`src/rtl/mempool_dma_scheduler_pkg.sv`:
```
// Shared types for the cluster DMA job scheduler.
//   dma_req_t        : job descriptor forwarded to the DMA frontend
//   dma_meta_t       : backend status (idle level, per-job completion pulse)
//   sched_state_e    : output register state
//   idx_width()      : index width helper (at least one bit)
package mempool_dma_scheduler_pkg;

  localparam int unsigned NumDmaRequesters = 4;

  typedef struct packed {
    logic [31:0] src;
    logic [31:0] dst;
    logic [31:0] num_bytes;
  } dma_req_t;

  typedef struct packed {
    logic backend_idle;
    logic trans_complete;
  } dma_meta_t;

  typedef enum logic {
    IDLE  = 1'b0,
    ISSUE = 1'b1
  } sched_state_e;

  function automatic int unsigned idx_width(input int unsigned n);
    return (n > 1) ? $clog2(n) : 1;
  endfunction

endpackage

```
`src/rtl/mempool_dma_scheduler_fifo.sv`:
```
// In-order ID FIFO recording which requester owns each issued job.
//   clk_i/rst_ni : clock, async active-low reset
//   push_i/data_i: enqueue (ignored when full)
//   pop_i/data_o : dequeue head (ignored when empty); data_o is the head
//   full_o/empty_o
module mempool_dma_scheduler_fifo
  import mempool_dma_scheduler_pkg::*;
#(
  parameter int unsigned Depth     = 8,
  parameter int unsigned DataWidth = 2
) (
  input  logic                 clk_i,
  input  logic                 rst_ni,
  input  logic                 push_i,
  input  logic [DataWidth-1:0] data_i,
  input  logic                 pop_i,
  output logic [DataWidth-1:0] data_o,
  output logic                 full_o,
  output logic                 empty_o
);

  localparam int unsigned AddrW  = idx_width(Depth);
  localparam int unsigned UsageW = idx_width(Depth + 1);

  logic [DataWidth-1:0] mem_q [Depth];
  logic [AddrW-1:0]     wr_ptr_q, rd_ptr_q;
  logic [UsageW-1:0]    usage_q;
  logic                 push, pop;

  assign full_o  = (usage_q == UsageW'(Depth));
  assign empty_o = (usage_q == '0);
  assign push    = push_i && !full_o;
  assign pop     = pop_i && !empty_o;
  assign data_o  = mem_q[rd_ptr_q];

  // Depth is a power of two, so the pointers wrap on their own.
  always_ff @(posedge clk_i or negedge rst_ni) begin
    if (!rst_ni) begin
      wr_ptr_q <= '0;
      rd_ptr_q <= '0;
      usage_q  <= '0;
    end else begin
      if (push) wr_ptr_q <= wr_ptr_q + AddrW'(1);
      if (pop)  rd_ptr_q <= rd_ptr_q + AddrW'(1);
      usage_q <= usage_q + UsageW'(push) - UsageW'(pop);
    end
  end

  always_ff @(posedge clk_i) begin
    if (push) mem_q[wr_ptr_q] <= data_i;
  end

endmodule

```
`src/rtl/mempool_dma_scheduler.sv`:
```
// Round-robin scheduler sharing one DMA frontend among several job sources.
//   req_i/req_valid_i/req_ready_o : per-requester job offer and grant
//   dma_req_o/_valid_o/_ready_i   : registered descriptor to the frontend
//   dma_meta_i                    : backend_idle + in-order trans_complete
//   done_o                        : one-cycle completion pulse per owner
//   outstanding_o                 : granted-but-uncompleted count per owner
//   drain_i/drained_o             : quiesce request / quiesced indication
//   err_o                         : sticky, completion seen with nothing issued
module mempool_dma_scheduler
  import mempool_dma_scheduler_pkg::*;
#(
  parameter int unsigned NumRequesters  = NumDmaRequesters,
  parameter int unsigned MaxOutstanding = 8,
  parameter int unsigned CntWidth       = idx_width(MaxOutstanding + 1)
) (
  input  logic                                   clk_i,
  input  logic                                   rst_ni,
  input  dma_req_t [NumRequesters-1:0]           req_i,
  input  logic [NumRequesters-1:0]               req_valid_i,
  output logic [NumRequesters-1:0]               req_ready_o,
  output dma_req_t                               dma_req_o,
  output logic                                   dma_req_valid_o,
  input  logic                                   dma_req_ready_i,
  input  dma_meta_t                              dma_meta_i,
  output logic [NumRequesters-1:0]               done_o,
  output logic [NumRequesters-1:0][CntWidth-1:0] outstanding_o,
  input  logic                                   drain_i,
  output logic                                   drained_o,
  output logic                                   err_o
);

  localparam int unsigned IdW = idx_width(NumRequesters);

  sched_state_e   state_q;
  logic [IdW-1:0] rr_ptr_q, win, head;
  logic           found, can_grant, grant, pop;
  logic           fifo_full, fifo_empty;

  // First valid requester at or after rr_ptr, wrapping around.
  always_comb begin
    int unsigned idx;
    found = 1'b0;
    win   = '0;
    for (int unsigned i = 0; i < NumRequesters; i++) begin
      idx = (int'(rr_ptr_q) + i) % NumRequesters;
      if (!found && req_valid_i[idx]) begin
        found = 1'b1;
        win   = IdW'(idx);
      end
    end
  end

  // A full FIFO blocks the grant even if a completion pops this cycle.
  assign can_grant = !drain_i && !fifo_full && (state_q == IDLE || dma_req_ready_i);
  assign grant     = rst_ni && can_grant && found;
  assign pop       = dma_meta_i.trans_complete && !fifo_empty;

  always_comb begin
    req_ready_o = '0;
    if (grant) req_ready_o[win] = 1'b1;
  end

  assign drained_o = drain_i && (state_q == IDLE) && fifo_empty && dma_meta_i.backend_idle;

  mempool_dma_scheduler_fifo #(
    .Depth    (MaxOutstanding),
    .DataWidth(IdW)
  ) i_id_fifo (
    .clk_i  (clk_i),
    .rst_ni (rst_ni),
    .push_i (grant),
    .data_i (win),
    .pop_i  (pop),
    .data_o (head),
    .full_o (fifo_full),
    .empty_o(fifo_empty)
  );

  always_ff @(posedge clk_i or negedge rst_ni) begin
    if (!rst_ni) begin
      state_q         <= IDLE;
      dma_req_o       <= '0;
      dma_req_valid_o <= 1'b0;
      rr_ptr_q        <= '0;
    end else begin
      case (state_q)
        IDLE: begin
          if (grant) begin
            state_q         <= ISSUE;
            dma_req_valid_o <= 1'b1;
            dma_req_o       <= req_i[win];
          end
        end
        ISSUE: begin
          // Descriptor held until the frontend takes it; a grant in the
          // same cycle refills the register back-to-back.
          if (dma_req_ready_i) begin
            if (grant) begin
              dma_req_o <= req_i[win];
            end else begin
              state_q         <= IDLE;
              dma_req_valid_o <= 1'b0;
            end
          end
        end
        default: begin
          state_q         <= IDLE;
          dma_req_valid_o <= 1'b0;
        end
      endcase
      if (grant) rr_ptr_q <= (win == IdW'(NumRequesters - 1)) ? '0 : win + IdW'(1);
    end
  end

  always_ff @(posedge clk_i or negedge rst_ni) begin
    if (!rst_ni) begin
      done_o <= '0;
      err_o  <= 1'b0;
    end else begin
      done_o <= '0;
      if (pop) done_o[head] <= 1'b1;
      if (dma_meta_i.trans_complete && fifo_empty) err_o <= 1'b1;
    end
  end

  // Per-requester counters; push and pop to the same owner cancel out.
  for (genvar r = 0; r < NumRequesters; r++) begin : g_cnt
    logic                inc, dec;
    logic [CntWidth-1:0] cnt_q;
    assign inc = grant && (win == IdW'(r));
    assign dec = pop && (head == IdW'(r));
    always_ff @(posedge clk_i or negedge rst_ni) begin
      if (!rst_ni) cnt_q <= '0;
      else         cnt_q <= cnt_q + CntWidth'(inc) - CntWidth'(dec);
    end
    assign outstanding_o[r] = cnt_q;
  end

endmodule

```
`config.mk`:
```
export PLATFORM = sky130hd
export DESIGN_NAME = mempool_dma_scheduler
export DESIGN_NICKNAME = d
export VERILOG_FILES = /design/src/rtl/mempool_dma_scheduler_pkg.sv /design/src/rtl/mempool_dma_scheduler_fifo.sv /design/src/rtl/mempool_dma_scheduler.sv
export SDC_FILE = /design/constraint.sdc
export NUM_CORES = 1
export LEC_CHECK = 0
export ABC_AREA = 0
export BUFFER_PORTS_ARGS = -buffer_cell sky130_fd_sc_hd__buf_2
export CAP_MARGIN = 5
export CORE_AREA = 2 2 199 201
export CTS_CLUSTER_SIZE = 40
export DETAILED_ROUTE_END_ITERATION = 8
export DIE_AREA = 0 0 201 203
export GPL_ROUTABILITY_DRIVEN = 0
export SYNTH_ARGS = -nofsm -noshare
export SYNTH_HDL_FRONTEND = slang
export SYNTH_SLANG_ARGS = --single-unit
```
`constraint.sdc`:
```
create_clock -name clk_i -period 5.5 [get_ports clk_i]
set_input_delay 0 -clock clk_i [delete_from_list [all_inputs] [get_ports clk_i]]
set_output_delay 0 -clock clk_i [all_outputs]
set_load 0.1 [all_outputs]
```
==> impl_results.md <==
- Total CTS buffers: 17
- GRT overflow: 0
- Static leakage: 7.59 nW
- IO buf count: 516
- Final setup viols: 0
- Initial DRC Count: 428
- Status: completed
- GRT Resource Usage Total: 17.5%
- Synth Cell Area: 0.00857 mm2
- Skew-Pair Late Insertion Delay: 0.43 ns
- Fmax: 249 MHz
- Slew Limit Headroom: 28.6%
- Max-slew violation count: 0
- Final cell count without fillers: 2064
- TritonCTS clock tree: done
- Syn_nets: 1170
- Number of synthesized flops with an enable pin: 16
- Clk_skew: 0.00915 ns
- Die W: 201 um
- Initial Util: 22.3%
- PD cells: 632 mW/mm2
- Avg Cell Area, Syn: 11.5 um2
- CP bufs+invs: 4
- Slowest CP cell: inv_8
- Post-DR vias/cell: 4.56
- Worst slew pin tran: 1.07 ns
- Worst Setup End Kind: register
- Sequential cell area fraction in the yosys report: 43.8%
- Worst Hold Class: input pin to register
- Ranking of synthesized cells by area: dfrtp_1, mux2i_1, o221ai_1
- Final Cycle Share: 72.9%
- Max-cap viol count: 0
- Yosys cell types: 36
- Antenna violations before repair: 7
- Post-Synthesis Cells: 746
- YS warnings: 0
- R2R Setup Slk: 1.49 ns
- Reg2reg end: dma_req_o[1]$_DFFE_PN0P_
- Largest area contributor in the netlist: dfrtp_1
- Post-CTS Resized: 0
- Share of layout cells above drive strength 1: 38.4%
- Via count: 9404
- Hold Buf Count CTS: 291
- Synthesized flop and latch total: 147
- CP max stage delay: 0.67 ns
- Area share of the largest cell type after synthesis: 38.2%
- Routed len/inst: 17.8 um
- FF-to-FF path depth: 9
- FILL cells: 3737
- DP HPWL: 25400 um
- Die area: 0.0408 mm2
- Num rows: 72
- P&R area growth vs syn: 75.8%
- Drt total wl: 36700 um
- DRC: 0
- Peak fanout along the critical path: 106
- Inst Count DP: 1734
- Crit-path leading delay family: buffers and inverters
- Crit-path cells: and2_1 -> o221ai_1 -> nand2_1 -> inv_8 -> buf_4 -> mux2i_1 -> dlygate4sd3_1 -> o221ai_1 -> dlygate4sd3_1
- Post-route ant nets: 0
- # clock sinks: 147
- Crit path kind: register to register
- Die H: 203 um
- FFs w/ async S/R, synth: 89.1%
- Arr. time, crit path: 4.32 ns
- Final Hold Vio Count: 0
- Ys flop type: dfrtp_1
- Clock H-tree levels: 4
- CP required: 5.81 ns
- Largest net degree at the start of global routing: 106
- Global-route wire length before repair: 55200 um
- Root buf cell: clkbuf_16
- DRT Pass-1 Iters: 5
- Clk slew on worst S/H paths: 0.07 ns
- Vias in the first global route: 10.0k
- Max Buffers Root-to-Sink: 2
- Postcts setup bufs: 0
- Startpoint types: register
- WP depth: 9
- Setup TNS: 0 ns
- RSZ-0062 raised after global routing: false
- Core ar.: 0.0385 mm2
- Power consumption: 0.00952 W
- Maximum vdd drop: 524 uV
- CP Capture Point: dma_req_o[1]$_DFFE_PN0P_
- Final min period: 4.01 ns
- IO Pins: 517
- Final net count: 1950
- RR Startpoint: rr_ptr_q[1]$_DFFE_PN0P_
- Setup crit start: rr_ptr_q[1]$_DFFE_PN0P_
worst min-delay path by stage:
stage / slack (ns) / cells after the start / endpoint / from
after detailed placement: -0.1 / 1 / g_cnt[0].cnt_q[0]$_DFF_PN0_ / rst_ni
after floorplan: -0.30 / 0 / dma_req_o[0]$_DFFE_PN0P_ / rst_ni
after global placement: -0.1 / 1 / g_cnt[0].cnt_q[0]$_DFF_PN0_ / rst_ni
final: 0.04 / 3 / dma_req_o[75]$_DFFE_PN0P_ / req_i[171]
after global routing: 0.04 / 3 / dma_req_o[75]$_DFFE_PN0P_ / req_i[363]
after CTS: 0.03 / 3 / dma_req_o[75]$_DFFE_PN0P_ / req_i[171]
state kept, by name, indices dropped and copies added (netlist names), 2 cells and up:
signal / cells
g_cnt.cnt_q: 16
i_id_fifo.mem_q: 16
i_id_fifo.rd_ptr_q: 3
i_id_fifo.wr_ptr_q: 3
rr_ptr_q: 2
done_o: 4
dma_req_o: 96
i_id_fifo.usage_q: 4
report_power, final:
part	switching [W]	internal, W	total, W	leakage (nW)
registers	0.000327	0.00159	0.00192	1.75
logic	0.00454	0.00191	0.00645	5.56
clock network	0.000551	0.000599	0.00115	0.277
cell families after synthesis:
family	count (synthesis)	synth area share, %
adders and majority gates	30	4.82
and+or+nand+nor	144	6.92
DFF	147	43.8
AOI/OAI and AO/OA	116	13.0
muxes	199	23.8
xor gates and xnor gates	18	1.84
buffers and inverters	92	5.75
synth_stat cells, types with 2 or more instances:
library cell  instances
o221ai_1             77
clkbuf_1             19
buf_2                15
o221ai_2             20
nor4_1                2
xor2_1                5
nand2_1             113
edfxtp_1             16
and2_1                3
fa_1                  5
nor3_1                5
nor2_1               10
buf_6                 9
xnor2_1              13
dfrtp_1             131
nand2b_1              7
inv_1                34
mux4_2                4
ha_1                 25
a21o_1                6
mux2i_1             194
a21oi_1               7
buf_4                13
stage by stage:
step | hold slack (ns) | utilization [%] | cell area, um2 | worst slack (ns)
after floorplan | -0.296 | - | 8570 | 1.74
after detailed placement | -0.0995 | 30.1 | 11600 | 2.14
after global routing | 0.0414 | 39.2 | 15100 | 1.23
after CTS | 0.0286 | 39.1 | 15100 | 1.56
final | 0.0418 | 39.2 | 15100 | 1.49
after global placement | -0.0987 | 30.1 | 11600 | 2.24
cell usage in the layout (no fill, tap or decap), drive strengths merged:
cell type    instances
buf                527
dlygate4sd3        290
mux2i              194
dfrtp              131
nand2              114
o221ai              97
inv                 42
ha                  25
clkbuf              17
edfxtp              16
xnor2               13
nor2                10
clkinv               8
diode                7
a21oi                7
nand2b               7
a21o                 6
xor2                 5
nor3                 5
fa                   5
mux4                 4
and2                 3
nor4                 2
a221oi               2
o2bb2ai              1
nor2b                1
a2111o               1
and3                 1
nor3b                1
mux2                 1
o21a                 1
a31o                 1
clkinvlp             1
metal layers:
layer	global-route usage, %	up-vias	wire (um)	share of wire [%]
met5	0	-	8	0.022
met4	8.10	2	1350	3.7
met3	4.32	59	2390	6.5
met2	30.7	450	18500	50
met1	20.0	4558	14400	39
li1	-	4335	-	-
cell type report:
| type | instances | area, um2 | area share (%) |
|---|---|---|---|
| Antenna cell | 7 | 17.5 | 0.116 |
| Clock buffer | 17 | 425 | 2.82 |
| Clock inverter | 15 | 141 | 0.938 |
| Inverter | 36 | 155 | 1.03 |
| Multi-Input combinational cell | 507 | 4330 | 28.7 |
| Sequential cell | 147 | 3760 | 24.9 |
| Tap cell | 518 | 648 | 4.30 |
| Timing Repair Buffer | 817 | 5600 | 37.1 |
worst register-to-register path: cells and delay by family (launching register included):
family,cells,cell delay [ns]
buffers and inverters,4,2.51
DFF,1,0.45
and+or+nand+nor,2,0.40
AOI/OAI and AO/OA,2,0.27
muxes,1,0.27
Power figures use the tool's default switching activity.
